### src/rtl/tqvp_quad_encoder_bank.sv
// Multi-channel quadrature encoder bank for the TinyQV peripheral bus.
// Each A/B pair is debounced on a shared prescaler strobe, decoded, and counted.
module tqvp_quad_encoder_bank #(
    parameter int NUM_CH   = 4,
    parameter int CNT_W    = 16,
    parameter int HIST_LEN = 4
) (
    input  logic       clk,
    input  logic       rst_n,
    input  logic [7:0] ui_in,
    output logic [7:0] uo_out,
    input  logic [3:0] address,
    input  logic       data_write,
    input  logic [7:0] data_in,
    output logic [7:0] data_out
);
    localparam int NIN = 2 * NUM_CH;

    logic [7:0]                        r_deb_cmp;
    logic [7:0]                        r_presc;
    logic [7:0]                        r_mode;
    logic [NUM_CH-1:0]                 r_status;
    logic [NUM_CH-1:0]                 r_dir;
    logic [NIN-1:0][HIST_LEN-1:0]      r_hist;
    logic [NIN-1:0]                    r_deb;
    logic [NUM_CH-1:0][1:0]            r_prev;
    logic [NUM_CH-1:0][CNT_W-1:0]      r_cnt;
    logic [NUM_CH-1:0][CNT_W-1:0]      r_snap;

    logic                              w_strobe;
    logic                              w_wr_deb;
    logic                              w_wr_mode;
    logic                              w_wr_stat;
    logic                              w_wr_cmd;
    logic                              w_snap_now;
    logic [NIN-1:0][HIST_LEN-1:0]      w_hist_next;
    logic [NUM_CH-1:0]                 w_up;
    logic [NUM_CH-1:0]                 w_dn;
    logic [NUM_CH-1:0]                 w_clr;
    logic [NUM_CH-1:0]                 w_wrap;
    logic [NUM_CH-1:0]                 w_w1c;
    logic [7:0]                        w_stat_ext;
    logic [NUM_CH-1:0][15:0]           w_snap_ext;

    assign w_strobe   = (r_presc == r_deb_cmp);
    assign w_wr_deb   = data_write && (address == 4'h0);
    assign w_wr_mode  = data_write && (address == 4'h1);
    assign w_wr_stat  = data_write && (address == 4'h2);
    assign w_wr_cmd   = data_write && (address == 4'h3);
    assign w_snap_now = w_wr_cmd && data_in[7];
    assign w_w1c      = w_wr_stat ? data_in[NUM_CH-1:0] : '0;

    always_ff @(posedge clk) begin
        if (!rst_n) begin
            r_presc <= 8'h00;
        end else if (w_wr_deb || w_strobe) begin
            r_presc <= 8'h00;
        end else begin
            r_presc <= r_presc + 8'd1;
        end
    end

    always_comb begin
        for (int i = 0; i < NIN; i++) begin
            w_hist_next[i] = {r_hist[i][HIST_LEN-2:0], ui_in[i]};
        end
    end

    // Output only moves on a unanimous history; mixed histories hold the last level.
    always_ff @(posedge clk) begin
        if (!rst_n) begin
            r_hist <= '0;
            r_deb  <= '0;
        end else if (w_strobe) begin
            for (int i = 0; i < NIN; i++) begin
                r_hist[i] <= w_hist_next[i];
                if (w_hist_next[i] == '1) begin
                    r_deb[i] <= 1'b1;
                end else if (w_hist_next[i] == '0) begin
                    r_deb[i] <= 1'b0;
                end
            end
        end
    end

    genvar gi;
    generate
        for (gi = 0; gi < NUM_CH; gi++) begin : g_dec
            logic       w_a, w_b, w_pa, w_pb;
            logic [1:0] w_ph, w_pph, w_dph;
            logic       w_ev, w_raw_up, w_dir;

            assign w_a  = r_deb[2*gi];
            assign w_b  = r_deb[2*gi+1];
            assign w_pa = r_prev[gi][1];
            assign w_pb = r_prev[gi][0];
            // Gray position 00,10,11,01 -> 0..3; an odd step is one valid edge.
            assign w_ph  = {w_b, w_a ^ w_b};
            assign w_pph = {w_pb, w_pa ^ w_pb};
            assign w_dph = w_ph - w_pph;

            always_comb begin
                w_ev     = 1'b0;
                w_raw_up = 1'b0;
                case (r_mode[1:0])
                    2'd1: begin
                        w_ev     = w_a ^ w_pa;
                        w_raw_up = w_a ^ w_b;
                    end
                    2'd2: begin
                        w_ev     = w_a & ~w_pa;
                        w_raw_up = ~w_b;
                    end
                    default: begin
                        w_ev     = w_dph[0];
                        w_raw_up = (w_dph == 2'd1);
                    end
                endcase
            end

            assign w_dir    = w_raw_up ^ r_mode[4+gi];
            assign w_up[gi] = w_ev & w_dir;
            assign w_dn[gi] = w_ev & ~w_dir;
        end
    endgenerate

    always_comb begin
        for (int n = 0; n < NUM_CH; n++) begin
            w_clr[n]  = w_wr_cmd & data_in[n];
            w_wrap[n] = ~w_clr[n] & ((w_up[n] & (r_cnt[n] == '1)) |
                                     (w_dn[n] & (r_cnt[n] == '0)));
        end
    end

    always_ff @(posedge clk) begin
        if (!rst_n) begin
            r_deb_cmp <= 8'd64;
            r_mode    <= 8'h00;
            r_status  <= '0;
            r_dir     <= '0;
            r_prev    <= '0;
            r_cnt     <= '0;
            r_snap    <= '0;
        end else begin
            if (w_wr_deb) begin
                r_deb_cmp <= data_in;
            end
            if (w_wr_mode) begin
                r_mode <= {data_in[7:4], 2'b00, data_in[1:0]};
            end
            // A wrap in the same cycle as its W1C keeps the flag set.
            r_status <= (r_status & ~w_w1c) | w_wrap;
            for (int n = 0; n < NUM_CH; n++) begin
                r_prev[n] <= {r_deb[2*n], r_deb[2*n+1]};
                if (w_snap_now) begin
                    r_snap[n] <= r_cnt[n];
                end
                if (w_clr[n]) begin
                    r_cnt[n] <= '0;
                end else if (w_up[n]) begin
                    r_cnt[n] <= r_cnt[n] + CNT_W'(1);
                    r_dir[n] <= 1'b1;
                end else if (w_dn[n]) begin
                    r_cnt[n] <= r_cnt[n] - CNT_W'(1);
                    r_dir[n] <= 1'b0;
                end
            end
        end
    end

    always_comb begin
        uo_out              = 8'h00;
        uo_out[NUM_CH-1:0]  = r_dir;
    end

    always_comb begin
        data_out                  = 8'h00;
        w_stat_ext                = 8'h00;
        w_stat_ext[NUM_CH-1:0]    = r_status;
        w_snap_ext                = '0;
        case (address)
            4'h0:    data_out = r_deb_cmp;
            4'h1:    data_out = r_mode;
            4'h2:    data_out = w_stat_ext;
            default: data_out = 8'h00;
        endcase
        for (int n = 0; n < NUM_CH; n++) begin
            w_snap_ext[n][CNT_W-1:0] = r_snap[n];
            if (address == 4'(4 + 2*n)) begin
                data_out = w_snap_ext[n][7:0];
            end
            if (address == 4'(5 + 2*n)) begin
                data_out = w_snap_ext[n][15:8];
            end
        end
    end
endmodule

### config.mk
export PLATFORM = sky130hd
export DESIGN_NAME = tqvp_quad_encoder_bank
export DESIGN_NICKNAME = d
export VERILOG_FILES = /design/src/rtl/tqvp_quad_encoder_bank.sv
export SDC_FILE = /design/constraint.sdc
export NUM_CORES = 1
export LEC_CHECK = 0
export CORE_AREA = 2 2 195 197
export CTS_CLUSTER_SIZE = 24
export DETAILED_ROUTE_END_ITERATION = 12
export DIE_AREA = 0 0 197 199
export PLACE_DENSITY = 0.44
export SLEW_MARGIN = 40
export SYNTH_ARGS = -nofsm -noshare
export SYNTH_HDL_FRONTEND = slang
export SYNTH_SLANG_ARGS = --single-unit
### constraint.sdc
create_clock -name clk -period 5.1 [get_ports clk]
set_clock_uncertainty 0.2 [all_clocks]
set_input_delay 0.51 -clock clk [delete_from_list [all_inputs] [get_ports clk]]
set_output_delay 0.51 -clock clk [all_outputs]
set_load 0.005 [all_outputs]
; Word-level counts from Yosys, hierarchy flattened
; Index checks and enable logic that the tools add are counted.
[totals]
output_inout_bits = 16
word_cells = 245
in_bits = 23
memories = 0
latch_bits = 0
ramBits = 0
ff_bits = 198
rom_bits = 0
[op_classes]
div = 0
bitwise_logic = 68
magnitude_cmp = 0
n_reduce_logical = 48
n_shift = 0
mux = 50
n_addsub = 13
multipliers = 0
n_eq_ne = 30
[op_table]
columns = op, count
row1 = 2-to-1 mux 16 bit, 8
row2 = adder 16 x 1 -> 16 bit (second input constant), 4
row3 = == test 16 bit (second input constant), 4
row4 = zero test 16 bit, 4
row5 = 2-to-1 mux 8 bit, 8
row6 = subtractor 16 x 1 -> 16 bit (second input constant), 4
row7 = == test 4 bit (second input constant), 12
row8 = zero test 4 bit, 9
row9 = AND 1 bit, 28
row10 = 2-to-1 mux 1 bit, 24
row11 = case mux 8 bit (3 select lines), 1
row12 = AND reduction 2 bit, 12
row13 = nonzero test 2 bit, 12
row14 = inverter 1 bit, 17
row15 = == test 4 x 3 -> 1 bit (second input constant), 4
row16 = case mux 1 bit (2 select lines), 8
row17 = XOR 1 bit, 16
row18 = == test 2 x 1 -> 1 bit (second input constant), 5
row19 = OR reduction 2 bit, 5
row20 = adder 8 x 1 -> 8 bit (second input constant), 1
row21 = == test 4 x 2 -> 1 bit (second input constant), 2
row22 = == test 8 bit, 1
row23 = subtractor 2 bit, 4
row24 = logical AND 1 bit, 5
row25 = other kinds (8), 11

; Longest topological paths before layout
; Gate-level depths: netlist (run 1).
[depth]
depth_word = 11
ltp_mapped = 19
ltp_nobuf = 18

; Least setup slack after synthesis (run 1)
; Ideal clock, no wire load.
[synth_path]
kind = reg2reg
start = register r_mode[0]
end = register r_cnt[63] in the netlist's numbering
path_buffers = 4
path_stages_with_launch = 18
t_arrival_ps = 3790
setup_slack_ps = 1040
setup_time_ps = 70
period_less_slack_ps = 4060
required_ps = 4830
path_cell_list = dfxtp_1 inv_1 ha_1 buf_6 buf_8 mux2_2 clkbuf_1 buf_2 nor2_1 inv_1 ha_1 a21o_1 a211oi_1 o221ai_2 a31oi_1 xor2_1 or3_1 a21oi_1
[synth_between]
word_cells_on_any_way = 10
cone_classes = eq/ne (2) / mux (3) / bitwise (4) / reduce/logical (1)
[synth_lines]
columns = element, line
row1 = from (decl), 21  ; logic [7:0] r_mode;
row2 = from (signal assigned), 149  ; r_mode <= {data_in[7:4], 2'b00, data_in[1:0]};
row3 = == test 2 bit or == test 2 x 1 -> 1 bit (tied branches), 105  ; case (r_mode[1:0])
row4 = case mux 1 bit (2 select lines), 105
row5 = XOR 1 bit, 121  ; assign w_dir = w_raw_up ^ r_mode[4+gi];
row6 = AND 1 bit (*), 122  ; assign w_up[gi] = w_ev & w_dir;
row7 = via w_up[3], 37  ; logic [NUM_CH-1:0] w_up;
row8 = 2-to-1 mux 16 bit or nonzero test 2 bit (tied branches), -
row9 = "to (signal, indexed assignment)", 161  ; r_cnt[n] <= r_cnt[n] + CNT_W'(1);
row10 = "to (signal, indexed assignment)", 164  ; r_cnt[n] <= r_cnt[n] - CNT_W'(1);
row11 = to (decl), 27  ; logic [NUM_CH-1:0][CNT_W-1:0] r_cnt;
; Mark *: on every way through the listed nets, which the timed path passes. The rest lies on a longest branch.
; A chain may end at the register's enable or synchronous reset.

; Worst setup path in the final report (run 1)
[layout_path]
start = register r_deb[7]
end = register r_cnt[63] in the netlist's numbering
[layout_between]
word_cells_on_any_way = 12
cone_classes = add/sub (1) / eq/ne (1) / mux (3) / bitwise (6) / reduce/logical (1)
[layout_lines]
columns = element, line
row1 = from (decl), 25  ; logic [NIN-1:0] r_deb;
row2 = from (signal assigned), 73  ; r_deb <= '0;
row3 = "from (signal, indexed assignment)", 78  ; r_deb[i] <= 1'b1;
row4 = "from (signal, indexed assignment)", 80  ; r_deb[i] <= 1'b0;
row5 = XOR 1 bit, "98, 108"
row6 = subtractor 2 bit, 100  ; assign w_dph = w_ph - w_pph;
row7 = == test 2 x 1 -> 1 bit, 116  ; w_raw_up = (w_dph == 2'd1);
row8 = case mux 1 bit (2 select lines), 105
row9 = XOR 1 bit, 121
row10 = AND 1 bit (*), 122
row11 = via w_up[3], 37
row12 = 2-to-1 mux 16 bit or nonzero test 2 bit (tied branches), -
; Marks and branches as above.

==> impl_metrics.toml, run 1 <==
[global_route]
grtUsageTotal_pct = 16.6
grt_max_degree = 77
grt_pass1_vias = 9442
grt_pass1_wl_um = 51700
grt_overflow_total = 0
antenna_found_initial = 0

[setup_path]
cp-end-kind = "flop"
required_ns = 5.28
critPathLaunchType = "flop"
critPathKind = "reg -> reg"
cp_max_fo = 14
cp_slowest_stage_delay_ns = 0.47
cp_top_family = "compound AO/OA/AOI/OAI gates"
critPathBufInv = 1
slowest_stage = "dfxtp_1"
crit_path_cell_trace = "xnor2_1 -> ha_1 -> or3_1 -> nand3_2 -> o21ai_2 -> xor2_2 -> nor2_1 -> inv_1 -> ha_1 -> a21o_1 -> a211oi_1 -> o221ai_2 -> a31oi_1 -> xor2_1 -> or3_1 -> a21oi_1"
arrival_ns = 4.67

[yosys]
seq_area_frac_synth_pct = 33.6
async_reset_ff_share_pct = 0
synth_area_leaders = "dfxtp_1 (34%), ha_1 (7.4%), nand2_1 (6.8%)"
yosys_most_used_dff = "dfxtp_1"
synth_top_area_share_pct = 33.6
yosys_warnings = 0
synth-seq-cells = 198
synth.distinct_cells = 86
syn-instance-count = 1421
yosysTopAreaCell = "dfxtp_1"
synth_edf_count = 0
netlist_area_sq_mm = 0.0118
synth.avg_cell_area_sq_um = 8.29

[clock_tree]
cts_setup_buffers = 0
cts_sinks = 198
cts_tree = "built"
cts_hold_buf = 0
clockBufferDepth = 2
clockRootBuffer = "clkbuf_16"
cts_inserted_buffers = 17
htreeDepth = 4
clk_pin_slew_ns = 0.08
clkLatencyLatePin_ns = 0.45
cts_resized = 0

[finish]
n_fill_cell = 3962
final_cell_mix = "nand2_1 (211), dfxtp_1 (198), a21oi_1 (102), nor2_1 (102), ha_1 (70)"
final_common_cell = "nand2_1"
drive_gt1_share_pct = 6.75
syn2layout_area_growth_pct = 11.2
regArea_sq_mm = 0.00396
multi_input_area_sq_mm = 0.00734
diodes = 0
post-route-util_pct = 35.3
layout.nets = 1521

[detailed_routing]
viasPerCell = 5.05
first_pass_iters = 5
antenna_left = 0
drt_iter0_drc = 497
wl_um = 31500
post_drt_wl_per_cell_um = 16.5
drc_errors = 0
via_count = 9658

[floorplanning]
core-area_sq_mm = 0.0371
fp.dieArea_sq_mm = 0.0392
die_w_um = 197
num_rows = 71
ios = 39
die_y_um = 199
start_util_pct = 31.7

[timing]
hold_viol_final = 0
max-slew-margin-rel_pct = 46.8
fmax_mhz = 222
period_needed_ns = 4.50
setup_tns_ns = 0
rsz0062_at_grt = "no"
finalSetupViolations = 0
worstMarginPinSlew_ns = 0.797
fin_ws_ns = 0.605
slew_viol_final = 0
period_share_pct = 88.1

[placed_design]
io_buffers = 34
routabilityCongestion = 0.795
dp_hpwl_um = 23100
dp_slack_ns = 0.595

[pwr]
finalPower_mw = 3.14
ir_drop_v = 0.000184
power.leakage_nw = 5.03
powerDensity_mw_per_mm2 = 240

[min_path]
hold_path_class = "reg -> reg"

[run_status]
status = "completed"

[run]
cap_violations = 0
## power by group
group	switching (mW)	internal, mW
clock	0.650	0.707
sequential	0.0137	1.55
combinational	0.126	0.0936
total	0.790	2.35
## flip-flops by register name, indices dropped and copies added, names as in the netlist
name        count
g_dec.w_pa      4
r_snap         64
r_cnt          64
r_dir           4
r_status        4
r_deb_cmp       8
r_presc         8
r_hist         24
g_dec.w_pb      4
r_deb           8
r_mode          6
## area by class of cell
class / count / share of cell area [%]
Multi-Input combinational cell: 1113 / 56.0
Inverter: 41 / 1.18
Timing Repair Buffer: 53 / 3.63
Clock inverter: 12 / 0.898
Clock buffer: 20 / 3.49
Tap cell: 474 / 4.53
Sequential cell: 198 / 30.3
## cells in the mapped netlist, types with 16 or more instances
master    instances
o21ai_1          21
mux2i_1          56
clkbuf_1         39
nor2b_1          49
nor3_1           18
nand4_1          22
buf_2            22
nor4_1           18
o21ai_0          49
a21o_1           17
nand2_1         213
ha_1             70
inv_1            40
a21oi_1         102
xnor2_1          33
or4_1            16
nor2_1          102
a21boi_1         62
dfxtp_1         198
xor2_1           37
nand3_1          31
## logic make-up (layout without fill, tap and decap cells)
| group | count (synthesis) | in the layout | share of synthesized area, % |
|---|---|---|---|
| and+or+nand+nor | 542 | 542 | 22.2 |
| DFF | 198 | 198 | 33.6 |
| other | 1 | 4 | 0.0318 |
| AOI/OAI and AO/OA | 352 | 352 | 19.6 |
| adders and majority gates | 74 | 74 | 8.11 |
| xor gates and xnor gates | 72 | 72 | 5.48 |
| buffers and inverters | 113 | 126 | 4.33 |
| muxes | 69 | 69 | 6.57 |
## tightest hold or removal path, stage by stage, from the launching register on
cell and delay (ns):
dfxtp_1 0.31, nand2_1 0.05, a21boi_1 0.05
## stage by stage
stage,hold slack (ns),cells,instance area [sq um]
after CTS,0.255,1911,13100
after floorplan,0.232,1424,11800
after detailed placement,0.246,1879,12500
final,0.254,1911,13100
after global routing,0.279,1911,13100
after global placement,0.241,1879,12500
## per-layer routing
metal | global-route usage, % | up-vias | part of all wire, %
li1 | - | 5034 | -
met1 | 23.6 | 4515 | 53
met2 | 26.5 | 92 | 44
met3 | 2.68 | 17 | 2.3
met4 | 3.34 | 0 | 0.90
met5 | 0 | - | 0
## worst paths after layout
path | start | to | slack (ns) | depth (start not counted)
min reg2reg | r_snap[33]$_SDFFE_PN0P_ | r_snap[33]$_SDFFE_PN0P_ | 0.25 | 2
min | r_snap[33]$_SDFFE_PN0P_ | r_snap[33]$_SDFFE_PN0P_ | 0.25 | 2
max reg2reg | r_deb[7]$_SDFFE_PN0P_ | r_cnt[63]$_SDFFE_PP0N_ | 0.60 | 16
max | r_deb[7]$_SDFFE_PN0P_ | r_cnt[63]$_SDFFE_PP0N_ | 0.60 | 16
Power figures use the tool's default switching activity.
==> inputs of run 2 (changes only) <==
--- a/config.mk
+++ b/config.mk
@@ -5,11 +5,11 @@
 export SDC_FILE = /design/constraint.sdc
 export NUM_CORES = 1
 export LEC_CHECK = 0
-export CORE_AREA = 2 2 195 197
+export CORE_AREA = 2 2 175 177
 export CTS_CLUSTER_SIZE = 24
 export DETAILED_ROUTE_END_ITERATION = 12
-export DIE_AREA = 0 0 197 199
-export PLACE_DENSITY = 0.44
+export DIE_AREA = 0 0 177 179
+export PLACE_DENSITY = 0.53
 export SLEW_MARGIN = 40
 export SYNTH_ARGS = -nofsm -noshare
 export SYNTH_HDL_FRONTEND = slang
==> run 2 against run 1 <==
Cell count shrank 4.0%. Fmax fell by 3.5%. Design area down 0.16%. Via count up 1.8%. Global-route usage grew 3.4 points. Power increased by 3.7%. Sequential power hardly changed. Sequential cell count stayed put. Register-to-register slack lost 0.16 ns. Combinational power is 2% higher. First-iteration DRC count is 37% higher. Die area decreased by 19%. Highest routed layer unchanged.
==> impl_metrics.toml, run 2 (synthesis gave the netlist of run 1 again) <==
[detailed_routing]
first_pass_iters = 5
post_drt_wl_per_cell_um = 16.7
viasPerCell = 5.36
drt_iter0_drc = 682
antenna_left = 0
drc_errors = 0
via_count = 9836
wl_um = 30700

[setup_path]
cp.depth = 17
cp_top_family = "compound AO/OA/AOI/OAI gates"
cp-end-kind = "flop"
worstReg2RegStart = "r_deb[7]$_SDFFE_PN0P_"
critPathBufInv = 1
cp_slowest_stage_delay_ns = 0.46
critPathKind = "reg -> reg"
cp_max_fo = 14
r2r_slack_ns = 0.44
required_ns = 5.26
crit_start = "r_deb[7]$_SDFFE_PN0P_"
endpoint = "r_cnt[63]$_SDFFE_PP0N_"
critPathLaunchType = "flop"
slowest_stage = "dfxtp_1"
crit_path_cell_trace = "xnor2_1 -> ha_1 -> or3_1 -> nand3_2 -> o21ai_2 -> xor2_2 -> nor2_1 -> inv_1 -> ha_1 -> a21oi_1 -> nor2_1 -> a211oi_1 -> o221ai_2 -> a31oi_1 -> xor2_1 -> or3_1 -> a21oi_1"
arrival_ns = 4.82
rr_endpoint = "r_cnt[63]$_SDFFE_PP0N_"
rr_worst_depth = 17

[placed_design]
routabilityCongestion = 0.876
dp_hpwl_um = 22300
io_buffers = 34

[finish]
final_cell_mix = "nand2_1 (211), dfxtp_1 (198), a21oi_1 (102), nor2_1 (102), ha_1 (70)"
syn2layout_area_growth_pct = 11.0
drive_gt1_share_pct = 6.88
post-route-util_pct = 43.5
final_common_cell = "nand2_1"
diodes = 0
n_fill_cell = 3078
layout.nets = 1524
reg.largest.list = "r_cnt x64, r_snap x64, r_hist x24"
regArea_sq_mm = 0.00396
multi_input_area_sq_mm = 0.00734

[pwr]
powerDensity_mw_per_mm2 = 249
switching_power_mw = 0.764
power.leakage_nw = 5.07
power_frac_comb_pct = 6.9
power_frac_seq_pct = 48.1
p_int_mw = 2.50
clkPwrFrac_pct = 45.1
netSwitchingFraction_pct = 23.4
ir_drop_v = 0.000227

[clock_tree]
clk_pin_slew_ns = 0.07
htreeDepth = 4
cts_setup_buffers = 0
cts_hold_buf = 0
cts_tree = "built"
clkLatencyLatePin_ns = 0.44
cts_sinks = 198
cts_inserted_buffers = 17
clockBufferDepth = 2
clockRootBuffer = "clkbuf_16"
cts_resized = 0

[global_route]
grtUsageMet2_pct = 32.8
gr-usage-met1_pct = 27.4
grt_max_degree = 63
grt_pass1_wl_um = 50700
antenna_found_initial = 0
grt_pass1_vias = 9469
grtUsageTotal_pct = 20.0
grt_busiest_layer = "met2"
grt_overflow_total = 0
use_met3_pct = 2.48

[timing]
fmax_mhz = 215
rsz0062_at_grt = "no"
worstMarginPinSlew_ns = 0.774
max-slew-margin-rel_pct = 46.9
hold_viol_final = 0
finalSetupViolations = 0
period_share_pct = 91.3
period_needed_ns = 4.66
setup_tns_ns = 0
slew_viol_final = 0

[floorplanning]
die_y_um = 179
die_w_um = 177
start_util_pct = 39.2
num_rows = 64
core-area_sq_mm = 0.0300
fp.dieArea_sq_mm = 0.0317
ios = 39

[run]
cap_violations = 0

[min_path]
hold_path_class = "reg -> reg"

[run_status]
status = "completed"
-- run 2: cell types whose count changed in the layout (fill, tap and decap cells not counted) --
cell / before / now
clkinv_4: 2 / 1
clkinv_2: 1 / 2
inv_6: 4 / 2
clkinvlp_4: 4 / 2
bufinv_16: 1 / 4
buf_4: 20 / 23
-- run 2: worst reg2reg max path, stage by stage, from the launching register on --
cell      delay (ns)
dfxtp_1         0.46
xnor2_1         0.17
ha_1            0.28
or3_1           0.37
nand3_2         0.08
o21ai_2         0.07
xor2_2          0.17
nor2_1          0.35
inv_1           0.38
ha_1            0.46
a21oi_1         0.15
nor2_1          0.06
a211oi_1        0.44
o221ai_2        0.18
a31oi_1         0.22
xor2_1          0.10
or3_1           0.31
a21oi_1         0.14
-- run 2: stage by stage --
stage               setup WS (ns)  std cells  hold slack, ns  power [mW]  instance area, sq um
floorplan                    1.04       1424           0.232        1.75                 11800
global placement            0.539       1804           0.239        1.83                 12400
detailed placement          0.493       1804           0.245        1.83                 12400
CTS                         0.487       1835           0.254        3.29                 13100
global route               0.0291       1835           0.271        3.38                 13100
finish                      0.444       1835           0.250        3.26                 13100
-- run 2: worst min-delay path by stage --
stage	startpoint	to	slack [ns]	cells past startpoint
2_1_floorplan	r_snap[30]$_SDFFE_PN0P_	r_snap[30]$_SDFFE_PN0P_	0.23	2
3_3_place_gp	r_snap[56]$_SDFFE_PN0P_	r_snap[56]$_SDFFE_PN0P_	0.24	2
3_5_place_dp	r_snap[12]$_SDFFE_PN0P_	r_snap[12]$_SDFFE_PN0P_	0.24	2
4_1_cts	r_snap[12]$_SDFFE_PN0P_	r_snap[12]$_SDFFE_PN0P_	0.25	2
5_1_grt	r_snap[62]$_SDFFE_PN0P_	r_snap[62]$_SDFFE_PN0P_	0.27	2
6_report	r_snap[61]$_SDFFE_PN0P_	r_snap[61]$_SDFFE_PN0P_	0.25	2
-- run 2: final cells by class --
| cell class | count | share of cell area, % |
|---|---|---|
| Multi-Input combinational cell | 1113 | 56.1 |
| Sequential cell | 198 | 30.3 |
| Timing Repair Buffer | 56 | 3.81 |
| Tap cell | 396 | 3.79 |
| Clock buffer | 20 | 3.49 |
| Clock inverter | 11 | 1.31 |
| Inverter | 41 | 1.18 |
-- run 2: power by group through the flow --
stage	logic, mW	registers [mW]	clock network, mW
floorplan	0.156	1.60	0
global placement	0.223	1.60	0
detailed placement	0.224	1.60	0
CTS	0.225	1.57	1.50
global route	0.247	1.57	1.56
finish	0.224	1.57	1.47
-- run 2: layer usage --
metal	up-vias	share of wire, %
li1	5026	-
met1	4643	50
met2	136	45
met3	31	3.2
met4	0	1.7
met5	-	0
==> inputs of run 3 (changes only) <==
--- a/config.mk
+++ b/config.mk
@@ -9,7 +9,7 @@
 export CTS_CLUSTER_SIZE = 24
 export DETAILED_ROUTE_END_ITERATION = 12
 export DIE_AREA = 0 0 177 179
-export PLACE_DENSITY = 0.53
+export PLACE_DENSITY = 0.6
 export SLEW_MARGIN = 40
 export SYNTH_ARGS = -nofsm -noshare
 export SYNTH_HDL_FRONTEND = slang
==> run 3 against run 2 <==
Power shrank 5.8%. Cell count shrank 0.27%. Clock power shrank 12%. Count of clock-buffer cells in the layout shrank 3. Critical path depth is the same. Sequential share of layout area grew 0.31 points. Sequential cell count is the same. First-iteration DRC count grew 5.9%. Die area is the same. Critical endpoint unchanged.
==> impl_metrics.toml, run 3 (synthesis gave the netlist of run 1 again) <==
[finish]
final_common_cell = "nand2_1"
final_cell_mix = "nand2_1 (211), dfxtp_1 (198), a21oi_1 (102), nor2_1 (102), ha_1 (70)"
drive_gt1_share_pct = 6.49
reg.largest.list = "r_cnt x64, r_snap x64, r_hist x24"
n_fill_cell = 3040
layout.nets = 1518
syn2layout_area_growth_pct = 9.87
finalNonFillerCells = 1830

[detailed_routing]
wl_met1_um = 14500
antenna_left = 0
viasPerCell = 5.35
drc_errors = 0
first_pass_iters = 5
wl_um = 28700
wl_met3_um = 969
highest_layer = "met4"
drt_iter0_drc = 722
post_drt_wl_per_cell_um = 15.7
via_count = 9799
wl_met2_um = 12600

[timing]
fmax_mhz = 220
worstMarginPinSlew_ns = 0.857
setup_tns_ns = 0
period_needed_ns = 4.55
hold_viol_final = 0
max-slew-margin-rel_pct = 42.5
slew_viol_final = 0
holdWs_ns = 0.254
fin_ws_ns = 0.555
finalSetupViolations = 0
rsz0062_at_grt = "no"
period_share_pct = 89.1

[clock_tree]
cts_sinks = 198
clockRootBuffer = "clkbuf_16"
clockBufferDepth = 2
htreeDepth = 4
clk_pin_slew_ns = 0.08
cts_tree = "built"
cts_setup_buffers = 0
clkLatencyLatePin_ns = 0.44
cts_inserted_buffers = 17
cts_resized = 0
cts_hold_buf = 0

[floorplanning]
start_util_pct = 39.2
die_y_um = 179
fp.dieArea_sq_mm = 0.0317
ios = 39
core-area_sq_mm = 0.0300
num_rows = 64
die_w_um = 177

[setup_path]
cp_slowest_stage_delay_ns = 0.49
arrival_ns = 4.71
critPathKind = "reg -> reg"
required_ns = 5.26
critPathBufInv = 2
slowest_stage = "dfxtp_1"
crit_path_cell_trace = "xnor2_1 -> ha_1 -> or3_1 -> nand3_2 -> o21ai_2 -> xor2_2 -> buf_4 -> nor2_1 -> inv_1 -> ha_1 -> a21o_1 -> a211oi_1 -> o221ai_2 -> a31oi_1 -> xor2_1 -> or3_1 -> a21oi_1"
cp_max_fo = 14
critPathLaunchType = "flop"
cp-end-kind = "flop"
cp_top_family = "compound AO/OA/AOI/OAI gates"

[global_route]
grt_overflow_total = 0
grt_pass1_wl_um = 47300
antenna_found_initial = 1
grt_max_degree = 89
grtUsageTotal_pct = 18.5
grt_pass1_vias = 8975

[placed_design]
dp_slack_ns = 0.614
io_buffers = 34
routabilityCongestion = 0.828
dp_hpwl_um = 20700
dpl.cell_count = 1798

[pwr]
ir_drop_v = 0.000229
powerDensity_mw_per_mm2 = 237
power.leakage_nw = 5.01

[min_path]
hold_path_class = "reg -> reg"

[run]
cap_violations = 0

[run_status]
status = "completed"
[run 3: final timing paths]
path | startpoint | endpoint | slack (ns) | cells after the start
worst max-delay path | r_deb[7]$_SDFFE_PN0P_ | r_cnt[63]$_SDFFE_PP0N_ | 0.55 | 17
worst min-delay path | r_snap[17]$_SDFFE_PN0P_ | r_snap[17]$_SDFFE_PN0P_ | 0.25 | 2
worst min register to register | r_snap[17]$_SDFFE_PN0P_ | r_snap[17]$_SDFFE_PN0P_ | 0.25 | 2
worst max register to register | r_deb[7]$_SDFFE_PN0P_ | r_cnt[63]$_SDFFE_PP0N_ | 0.55 | 17
[run 3: routing by layer]
metal / up-vias / track usage (%)
met5: - / 0
met1: 4590 / 26.5
met2: 154 / 28.7
met4: 0 / 5.85
li1: 5027 / -
met3: 28 / 2.65
[run 3: area by class of cell]
type                            instances  area, sq um  share of cell area [%]
Sequential cell                       198         3960                    30.6
Timing Repair Buffer                   50          455                    3.52
Inverter                               41          154                    1.19
Tap cell                              396          495                    3.83
Clock inverter                         14          116                   0.899
Multi-Input combinational cell       1113         7330                    56.6
Clock buffer                           17          425                    3.29
Antenna cell                            1         2.50                  0.0193
[run 3: where the power goes]
part           switching (mW)  internal, mW  total (mW)
Combinational           0.126        0.0934       0.219
Clock                   0.650         0.636        1.29
Sequential             0.0131          1.55        1.57
[run 3: metrics by stage]
step	area (sq um)	total power [mW]	util (%)
2_1_floorplan	11800	1.75	-
3_3_place_gp	12400	1.82	41.3
3_5_place_dp	12400	1.82	41.3
4_1_cts	12900	3.10	43.1
5_1_grt	12900	3.19	43.1
6_report	12900	3.07	43.1
[run 3: tightest hold or removal path, stage by stage (launching register included)]
cell and delay, ns:
dfxtp_1 0.31, nand2_1 0.05, a21boi_1 0.05
